`src/rtl/euler_pkg.sv`:
```
// Shared types and helpers for the multi-channel Euler integrator.
package euler_pkg;

  typedef enum logic [1:0] {
    StIdle,
    StRun,
    StDone
  } euler_state_e;

  // Result of a saturating add: clamped sum plus a flag set when clamping occurred.
  typedef struct packed {
    logic [63:0] sum;
    logic        clamped;
  } sat_res_t;

  // Largest value representable in a w-bit signed word (w <= 63).
  function automatic logic signed [63:0] sat_max(input int unsigned w);
    return (64'sd1 <<< (w - 1)) - 64'sd1;
  endfunction

  // Smallest value representable in a w-bit signed word (w <= 63).
  function automatic logic signed [63:0] sat_min(input int unsigned w);
    return -(64'sd1 <<< (w - 1));
  endfunction

  // Operands are sign-extended w-bit words, so the exact sum needs only w+1 bits
  // and the 64-bit add can never wrap.
  function automatic sat_res_t sat_add(input logic signed [63:0] a,
                                       input logic signed [63:0] b,
                                       input int unsigned        w);
    logic signed [63:0] s;
    sat_res_t           res;
    s = a + b;
    if (s > sat_max(w)) begin
      res.sum     = sat_max(w);
      res.clamped = 1'b1;
    end else if (s < sat_min(w)) begin
      res.sum     = sat_min(w);
      res.clamped = 1'b1;
    end else begin
      res.sum     = s;
      res.clamped = 1'b0;
    end
    return res;
  endfunction

endpackage

```
`src/rtl/euler_integrator_mc_if.sv`:
```
// Control/data bundle between the integrator and its environment.
interface euler_integrator_mc_if #(
  parameter int unsigned W     = 27,
  parameter int unsigned N     = 3,
  parameter int unsigned CNT_W = 32
) ();
  logic             start;
  logic             init_load;
  logic [N*W-1:0]   init_state;
  logic [N*W-1:0]   funct;
  logic             busy;
  logic             done;
  logic [N*W-1:0]   state;
  logic [CNT_W-1:0] step_count;
  logic [N-1:0]     ovf;

  modport master (
    output start, init_load, init_state, funct,
    input  busy, done, state, step_count, ovf
  );

  modport slave (
    input  start, init_load, init_state, funct,
    output busy, done, state, step_count, ovf
  );
endinterface

```
`src/rtl/euler_sat_adder.sv`:
```
// Shared datapath: acc + (deriv >>> DT_SHIFT), clamped to the W-bit signed range.
module euler_sat_adder
  import euler_pkg::*;
#(
  parameter int unsigned W        = 27,
  parameter int unsigned DT_SHIFT = 8
) (
  input  logic signed [W-1:0] i_acc,
  input  logic signed [W-1:0] i_deriv,
  output logic signed [W-1:0] o_sum,
  output logic                o_clamped
);

  logic signed [W-1:0] w_shifted;
  sat_res_t            w_res;
  logic                w_unused_hi;

  // Arithmetic shift floors toward minus infinity, so -1 stays -1.
  assign w_shifted = i_deriv >>> DT_SHIFT;

  // Sign-extend both operands, add and clamp.
  always_comb begin
    w_res     = sat_add({{(64 - W){i_acc[W-1]}}, i_acc},
                        {{(64 - W){w_shifted[W-1]}}, w_shifted}, W);
    o_sum     = w_res.sum[W-1:0];
    o_clamped = w_res.clamped;
  end

  // After clamping the upper bits are pure sign extension.
  assign w_unused_hi = ^w_res.sum[63:W];

endmodule

```
`src/rtl/euler_integrator_mc.sv`:
```
// Multi-channel Euler integrator: one shared saturating adder walks the channels,
// and the published state vector only changes in the DONE cycle.
module euler_integrator_mc
  import euler_pkg::*;
#(
  parameter int unsigned W        = 27,
  parameter int unsigned N        = 3,
  parameter int unsigned DT_SHIFT = 8,
  parameter int unsigned CNT_W    = 32
) (
  input logic                  clk,
  input logic                  reset,
  euler_integrator_mc_if.slave bus
);

  localparam int unsigned IdxW = (N > 1) ? $clog2(N) : 1;

  euler_state_e        r_fsm, w_fsm_next;
  logic [IdxW-1:0]     r_idx;
  logic signed [W-1:0] r_work [N];
  logic signed [W-1:0] r_snap [N];
  logic [N*W-1:0]      r_pub;
  logic [CNT_W-1:0]    r_cnt;
  logic [N-1:0]        r_ovf;
  logic                r_busy, r_done;

  logic                w_load, w_accept, w_step, w_publish, w_last;
  logic signed [W-1:0] w_add_acc, w_add_der, w_add_sum;
  logic                w_add_clamp;
  logic [N*W-1:0]      w_work_flat;

  // Next-state and datapath strobes.
  always_comb begin
    w_fsm_next = r_fsm;
    w_load     = 1'b0;
    w_accept   = 1'b0;
    w_step     = 1'b0;
    w_publish  = 1'b0;
    w_last     = (r_idx == IdxW'(N - 1));
    unique case (r_fsm)
      StIdle: begin
        // init_load takes priority; a simultaneous start is dropped.
        if (bus.init_load) begin
          w_load = 1'b1;
        end else if (bus.start) begin
          w_accept   = 1'b1;
          w_fsm_next = StRun;
        end
      end
      StRun: begin
        w_step = 1'b1;
        if (w_last) w_fsm_next = StDone;
      end
      StDone: begin
        w_publish  = 1'b1;
        w_fsm_next = StIdle;
      end
      default: w_fsm_next = StIdle;
    endcase
  end

  // FSM state plus registered busy/done flags.
  always_ff @(posedge clk) begin
    if (!reset) begin
      r_fsm  <= StIdle;
      r_busy <= 1'b0;
      r_done <= 1'b0;
    end else begin
      r_fsm  <= w_fsm_next;
      r_busy <= (w_fsm_next != StIdle);
      r_done <= w_publish;
    end
  end

  // Select the channel currently being integrated.
  always_comb begin
    w_add_acc = r_work[0];
    w_add_der = r_snap[0];
    for (int i = 0; i < N; i++) begin
      if (r_idx == IdxW'(i)) begin
        w_add_acc = r_work[i];
        w_add_der = r_snap[i];
      end
    end
  end

  euler_sat_adder #(
    .W        (W),
    .DT_SHIFT (DT_SHIFT)
  ) u_sat_adder (
    .i_acc     (w_add_acc),
    .i_deriv   (w_add_der),
    .o_sum     (w_add_sum),
    .o_clamped (w_add_clamp)
  );

  // Flatten the working array for the atomic publish.
  always_comb begin
    w_work_flat = '0;
    for (int i = 0; i < N; i++) begin
      w_work_flat[i*W +: W] = r_work[i];
    end
  end

  // Working/published state, derivative snapshot, channel index, counter and ovf.
  always_ff @(posedge clk) begin
    if (!reset) begin
      for (int i = 0; i < N; i++) begin
        r_work[i] <= bus.init_state[i*W +: W];
        r_snap[i] <= '0;
      end
      r_pub <= bus.init_state;
      r_cnt <= '0;
      r_ovf <= '0;
      r_idx <= '0;
    end else begin
      if (w_load) begin
        for (int i = 0; i < N; i++) begin
          r_work[i] <= bus.init_state[i*W +: W];
        end
        r_pub <= bus.init_state;
        r_ovf <= '0;
      end
      if (w_accept) begin
        for (int i = 0; i < N; i++) begin
          r_snap[i] <= bus.funct[i*W +: W];
        end
        r_idx <= '0;
      end
      if (w_step) begin
        for (int i = 0; i < N; i++) begin
          if (r_idx == IdxW'(i)) begin
            r_work[i] <= w_add_sum;
            if (w_add_clamp) r_ovf[i] <= 1'b1;
          end
        end
        r_idx <= r_idx + 1'b1;
      end
      if (w_publish) begin
        r_pub <= w_work_flat;
        r_cnt <= r_cnt + 1'b1;
      end
    end
  end

  assign bus.busy       = r_busy;
  assign bus.done       = r_done;
  assign bus.state      = r_pub;
  assign bus.step_count = r_cnt;
  assign bus.ovf        = r_ovf;

endmodule
```
`src/flat_wrapper.sv`:
```
// flat-port wrapper written by rule: the top's interface ports become plain ports
module euler_integrator_mc_flat import euler_pkg::*;
#(
  parameter int unsigned W        = 27,
  parameter int unsigned N        = 3,
  parameter int unsigned DT_SHIFT = 8,
  parameter int unsigned CNT_W    = 32
)
  (clk, reset, bus_start, bus_init_load, bus_init_state, bus_funct, bus_busy, bus_done, bus_state, bus_step_count, bus_ovf);
  euler_integrator_mc_if #(.W(W), .N(N), .CNT_W(CNT_W)) bus_i ();
  input logic clk;
  input logic reset;
  input wire logic [$bits(bus_i.start)-1:0] bus_start;
  input wire logic [$bits(bus_i.init_load)-1:0] bus_init_load;
  input wire logic [$bits(bus_i.init_state)-1:0] bus_init_state;
  input wire logic [$bits(bus_i.funct)-1:0] bus_funct;
  output wire logic [$bits(bus_i.busy)-1:0] bus_busy;
  output wire logic [$bits(bus_i.done)-1:0] bus_done;
  output wire logic [$bits(bus_i.state)-1:0] bus_state;
  output wire logic [$bits(bus_i.step_count)-1:0] bus_step_count;
  output wire logic [$bits(bus_i.ovf)-1:0] bus_ovf;
  assign bus_i.start = bus_start;
  assign bus_i.init_load = bus_init_load;
  assign bus_i.init_state = bus_init_state;
  assign bus_i.funct = bus_funct;
  assign bus_busy = bus_i.busy;
  assign bus_done = bus_i.done;
  assign bus_state = bus_i.state;
  assign bus_step_count = bus_i.step_count;
  assign bus_ovf = bus_i.ovf;
  euler_integrator_mc #(.W(W), .N(N), .DT_SHIFT(DT_SHIFT), .CNT_W(CNT_W)) u_core (.clk(clk), .reset(reset), .bus(bus_i));
endmodule
```
`config.mk`:
```
export PLATFORM = sky130hd
export DESIGN_NAME = euler_integrator_mc_flat
export DESIGN_NICKNAME = d
export VERILOG_FILES = /design/src/rtl/euler_pkg.sv /design/src/rtl/euler_integrator_mc_if.sv /design/src/rtl/euler_sat_adder.sv /design/src/rtl/euler_integrator_mc.sv /design/src/flat_wrapper.sv
export SDC_FILE = /design/constraint.sdc
export NUM_CORES = 1
export LEC_CHECK = 0
export CELL_PAD_IN_SITES_DETAIL_PLACEMENT = 0
export CELL_PAD_IN_SITES_GLOBAL_PLACEMENT = 1
export CORE_ASPECT_RATIO = 1.4
export CORE_MARGIN = 4
export CORE_UTILIZATION = 25
export DETAILED_ROUTE_END_ITERATION = 6
export PLACE_DENSITY_LB_ADDON = 0.05
export SLEW_MARGIN = 0
export SYNTH_ARGS = -nofsm -noshare
export SYNTH_HDL_FRONTEND = slang
export SYNTH_SLANG_ARGS = --single-unit
export TNS_END_PERCENT = 5
```
`constraint.sdc`:
```
create_clock -name clk -period 4.48 [get_ports clk]
set_input_delay 0.896 -clock clk [delete_from_list [all_inputs] [get_ports clk]]
set_output_delay 0.896 -clock clk [all_outputs]
set_load 0.01 [all_outputs]
```
==> results.ini <==
[placed_design]
port_buffers = 259
place_ws_ns = 0.115
place_congestion = 0.753
dp_hpwl_microns = 30900

[route]
first_iter_violations = 428
first_pass_iters = 4
routedWlPerCell_microns = 19.5
vias = 9497
drc_errors = 0
ant_nets = 0
routed_wl_microns = 42100
via_per_inst = 4.39

[power_and_ir_drop]
vdd_drop_max_v = 0.000274
leakagePower_uw = 0.00675
power_density_mw_per_mm2 = 392

[grt]
grt_usage_pct = 14.4
grt_max_degree = 97
grt_first_pass_wirelength_microns = 63700
grt_pass1_vias = 10300
overflow = 0
antenna_found_initial = 7

[floorplanning]
die_w_microns = 203
pin_count = 284
die-area_sq_mm = 0.0568
initial_utilization_pct = 25.4
rows = 99
dieHeight_microns = 280
core-area_sq_mm = 0.0523

[cts]
cts_buffers = 30
cts_tree = done
htree_levels = 1
clockBufferDepth = 3
clkSinkCount = 260
cts.hold.buffers_added = 0
clk_pin_slew_ns = 0.06
cts-root-buf = clkbuf_16
clkLatencyLatePin_ns = 0.58

[sta]
hold_viol = 0
final.setup.tns_ns = 0
fin_crit_sh_pct = 93.5
slew_violations = 0
tightestPinTransition_ns = 0.825
max_freq_ghz = 0.239
period_needed_ns = 4.19
fin_ws_ns = 0.293
setup-violations-final = 0
slew_headroom_pct = 45.0
fin_skew_ns = 0.0195
hold_ws_ns = 0.477

[yosys]
synth_top_area_share_pct = 49.6
ys_seq_area_share_pct = 55.8
synth_edf_count = 219
synth_area_leaders = edfxtp_1, mux2_2, dfxtp_1
synth_warnings = 0
yosys.cell_types.count = 64
syn_area_per_cell_sq_um = 11.5
synth_seq_cells = 260
synthArstFlopShare_pct = 0
postSynthCellCount = 1152
synth_fp_nets = 1350
synth_area_leader_cell = edfxtp_1
syn_area_sq_mm = 0.0133
synth_ff_type = edfxtp_1

[finish]
multi_input_area_sq_mm = 0.00562
final_cell_mix = clkdlybuf4s50_1, edfxtp_1, nand2_1
seqCellArea_sq_mm = 0.00740
area_growth_syn_to_layout_pct = 36.2
drive_gt1_share_pct = 15.4
nNetsFinal = 1625
final_common_cell = clkdlybuf4s50_1
nFillCells = 5336

[hold_path]
hp-start = u_core.bus.ovf[1]$_SDFF_PN0_
hp-class = reg -> reg
holdPathStages = 1
min_to = u_core.bus.ovf[1]$_SDFF_PN0_

[setup_path]
cp_max_fo = 6
r2r_end = u_core.r_work[0][65]$_DFFE_PP_
start_kind = register
r2r_setup_slack_ns = 0.29
worstReg2RegStart = u_core.r_idx[1]$_SDFFE_PN0P_
cp.arrival_ns = 4.50
endpoint_kind = register
path_class = reg -> reg
reg2reg_depth = 16
cp.required_ns = 4.80

[job]
cap_violations = 0

[outcome]
run_status = complete, no violations

cell usage after synthesis, types with 7 or more instances:
cell type,count
o21ai_0,71
o211ai_1,7
and3_1,62
a211oi_2,10
mux2i_1,47
a21o_1,12
o21ai_1,8
mux2_2,81
or3_1,8
inv_1,12
nor2_1,97
nand3_1,16
o21a_1,9
clkbuf_1,47
dfxtp_1,41
nand4_1,11
and2_1,26
a21oi_1,33
nor3_1,9
nor2b_1,11
edfxtp_1,219
xnor2_1,33
nand2_1,145
o211ai_2,9
a21boi_0,9
buf_2,7
xor2_1,14
ha_1,31
state kept, by name, summed over array words and instances, names as in the netlist:
register	cells
u_core.r_fsm	2
u_core.bus.step_count	32
u_core.bus.done	1
u_core.bus.ovf	3
u_core.bus.state	81
u_core.r_idx	2
u_core.r_work	81
u_core.r_snap	57
u_core.bus.busy	1
cells by family (layout without fill, tap and decap cells):
group / Yosys count / in the layout / share of synthesized area, %
compound gates: 202 / 202 / 10.4
xor+xnor: 47 / 47 / 3.11
fa+ha+maj: 32 / 32 / 3.08
buf+inv: 77 / 376 / 2.51
flops: 260 / 260 / 55.8
mux: 129 / 129 / 10.6
other cells: 0 / 3 / 0
simple gates: 405 / 405 / 14.5
worst max-delay path by stage:
stage | startpoint | cells past startpoint | to | slack, ns
after floorplan | u_core.r_idx[1]$_SDFFE_PN0P_ | 18 | u_core.r_work[0][24]$_DFFE_PP_ | 0.09
after global placement | u_core.r_idx[0]$_SDFFE_PN0P_ | 17 | u_core.r_work[0][47]$_DFFE_PP_ | 0.07
after detailed placement | u_core.r_idx[0]$_SDFFE_PN0P_ | 17 | u_core.r_work[0][47]$_DFFE_PP_ | 0.12
after CTS | u_core.r_idx[0]$_SDFFE_PN0P_ | 17 | u_core.r_work[0][47]$_DFFE_PP_ | 0.09
after global routing | u_core.r_idx[0]$_SDFFE_PN0P_ | 16 | u_core.r_work[0][30]$_DFFE_PP_ | -0.001
final | u_core.r_idx[1]$_SDFFE_PN0P_ | 16 | u_core.r_work[0][65]$_DFFE_PP_ | 0.29
layout make-up:
type                       instances  share of cell area (%)
antenna                            3                  0.0416
sequential                       260                    41.0
clock buffer                      44                    5.05
timing repair buffer             307                    16.8
multi-input combinational        815                    31.1
inverter                          13                   0.270
clock inverter                    12                   0.804
tap                              707                    4.90
stage by stage:
step	total power, uW	util, %	cell area, sq um	std cells
3_5_place_dp	4520	32.4	16900	2097
3_3_place_gp	4520	32.4	16900	2097
4_1_cts	7210	34.4	18000	2153
2_1_floorplan	3840	-	13300	1152
5_1_grt	7460	34.5	18000	2158
6_report	7080	34.5	18100	2161
timing repair:
action	in CTS	in global routing
buffers inserted	0	5
endpoints found under the hold margin	0	0
resized for setup	0	7
setup endpoints to repair	0	70
power by group:
part	internal, uW	switching, uW
Combinational	674	864
Sequential	2850	75.8
Clock	1580	1040
worst max-delay path, stage by stage, from the launching register on:
cell	delay (ns)
dfxtp_1	0.36
inv_1	0.11
ha_4	0.23
buf_12	0.15
mux2i_1	0.14
o21ai_0	0.55
ha_1	0.40
a21oi_1	0.15
o21ai_1	0.18
o211ai_1	0.39
a31oi_2	0.17
o21ai_1	0.25
o31ai_4	0.10
buf_4	0.18
buf_4	0.15
a211oi_2	0.32
nor2_1	0.10
routing by layer:
layer	GRT usage (%)	part of all wire [%]	up-vias
li1	-	-	4768
met1	17.1	42	4478
met2	25.9	50	199
met3	4.14	6.5	44
met4	2.91	1.5	8
met5	0	0.10	-
(Power assumes the default switching activity.)
==> edit, RTL diff (same flow settings) <==
Make the reset (`reset`) asynchronous in one clocked block.
--- a/src/rtl/euler_integrator_mc.sv
+++ b/src/rtl/euler_integrator_mc.sv
@@ -62,3 +62,3 @@
   // FSM state plus registered busy/done flags.
-  always_ff @(posedge clk) begin
+  always_ff @(posedge clk or negedge reset) begin
     if (!reset) begin
Check against the original RTL: differs if reset is asserted again (counterexample within 4 cycles, from zero or initial values and one cycle with reset low); with reset held inactive, the same outputs for 4 cycles.
==> edit against the original RTL <==
- via count fell by 0.32%
- sequential share of layout area fell by 0.35 points
- core utilization rose by 0.48 points
- final area rose by 1.2%
- synthesized area fell by 0.77%
- sequential cell count did not move
- die area fell by 0.75%
- worst setup slack got worse by 51 ps
- clock skew rose by 10 ps
- count of clock-buffer cells in the layout fell by 5
- wire length fell by 1.5%
- global-route usage fell by 0.24 points
- critical endpoint is now u_core.r_work[0][44]$_DFFE_PP_
- highest routed layer unchanged
Power is not compared: it rests on default switching activity, and its combinational part moved more than twofold at a synthesized area within 25%.
==> edit: results <==
[clocking]
insertion_delay_ps = 570
numCtsBuffers = 29

[yosys]
ys_seq_area_frac = 0.5639
post_synth_mux_area_share = 0.1067
synth_compound_area_frac = 0.1250
synth_area_leaders = edfxtp_1 50%, mux2_2 7.0%, dfxtp_1 5.6%
synthCells = 1111
synth_cell_types = 71
synth_xor_area_frac = 0.02797
ys_async_sr_fraction = 0.01538
syn-num-nets = 1309

[route]
wl_met1_mm = 16.92
vias = 9467
wl_met2_mm = 21.06
top_layer = met5
drt-total-wl_mm = 41.43
drt_iter0_drc = 324
dr_wl_met3_mm = 2.473

[final_layout]
drive_gt1_frac = 0.1869
final_cells = 2176
fill_cells = 5279
final_nets = 1641

[global_route]
use_met3 = 0.03879
grt_pass1_vias = 10098
grt_usage = 0.1411
grt_pass1_wl_mm = 61.74
antenna_found_initial = 8
grt_start_max_net_pins = 58
grtUsageMet1 = 0.1648
groute.layer.met2.usage = 0.2555

[sta]
skew_ps = 29.90
finalMaxSlewViolations = 0

[placed_design]
gp_congestion = 0.7589
dp_hpwl_mm = 31.18
postPlaceCellArea_mm2 = 0.01727

[setup_path]
crit_fanout = 9
arrival_ps = 4550

[status]
outcome = completed

[power]
swShare = 0.3979
==> edit: cell count changes after synthesis, sizes merged, moves of 14 or more <==
cell   unedited run  this run
and3             62         9
a21o             12        57
nor2             99        59
and2             26        61
nand2           145       120
xnor2            33        14
a21oi            34        52
xor2             14        28
==> edit: worst paths after layout <==
check                                        startpoint                             end  slack [ps]  cells after the start
hold reg to reg            u_core.bus.ovf[2]$_SDFF_PN0_    u_core.bus.ovf[2]$_SDFF_PN0_         450                      2
setup reg to reg           u_core.r_idx[1]$_SDFFE_PN0P_  u_core.r_work[0][44]$_DFFE_PP_         240                     20
hold / removal             u_core.bus.ovf[2]$_SDFF_PN0_    u_core.bus.ovf[2]$_SDFF_PN0_         450                      2
max in group asynchronous                         reset       u_core.r_fsm[1]$_DFF_PN0_        3550                      2
setup / recovery           u_core.r_idx[1]$_SDFFE_PN0P_  u_core.r_work[0][44]$_DFFE_PP_         240                     20
min in group asynchronous                         reset       u_core.bus.done$_DFF_PN0_         750                      2
==> edit: area by class of cell <==
class / instances / share of cell area
repair buffers: 359 / 0.1893
clock buffers: 39 / 0.04399
flip-flops and latches: 260 / 0.4063
clock inverters: 15 / 0.005619
inverters: 15 / 0.003084
well taps: 707 / 0.04845
multi-input cells: 778 / 0.3029
diodes: 3 / 0.0004112
==> edit: kinds of logic (layout without fill, tap and decap cells) <==
group | count (synthesis) | in the layout
other | 0 | 3
AOI/OAI and AO/OA | 250 | 250
adders and majority gates | 32 | 32
DFF | 260 | 260
and+or+nand+nor | 324 | 324
xor gates and xnor gates | 42 | 42
muxes | 130 | 130
buffers and inverters | 73 | 428
==> edit: timing repair <==
item,4_1_cts,5_1_grt
hold buffers,0,0
pin swaps,1,2
endpoints found under the setup margin,31,81
gates resized for setup,3,7
setup buffers,0,5
==> edit: worst max-delay path: stages, from the launching register on <==
cell       delay, ps
dfxtp_1          310
inv_1            110
ha_4             200
buf_12           120
buf_4            130
mux2i_1          250
o21ai_0          170
buf_4            180
ha_1             360
a21o_1           220
o2111ai_2        240
a31oi_2          130
buf_4            150
a311oi_2         370
buf_4            200
nor3_2            50
buf_4            170
o21ai_4          150
buf_12           170
o21ai_2          110
a21o_1           170
==> edit: power by group through the flow <==
stage	sequential [uW]	clock (uW)	combinational, uW
after floorplan	3920	0	4320
after global placement	3920	0	7350
after detailed placement	3930	0	7370
after CTS	3890	2410	7430
after global routing	3950	2480	8090
final	3870	2310	7290
==> edit: per-stage QoR <==
step                      total power (uW)  hold slack (ps)    util  setup WS (ps)  TNS (ps)
final                                13470            446.2  0.3501          242.6         0
after floorplan                       8238            462.5       -         -30.93    -92.80
after global placement               11270            428.3  0.3311         -129.3     -2702
after CTS                            13730            446.0  0.3487          8.682         0
after detailed placement             11310            435.4  0.3311         -189.2     -4102
after global routing                 14520            478.0  0.3500         -1.292    -2.679
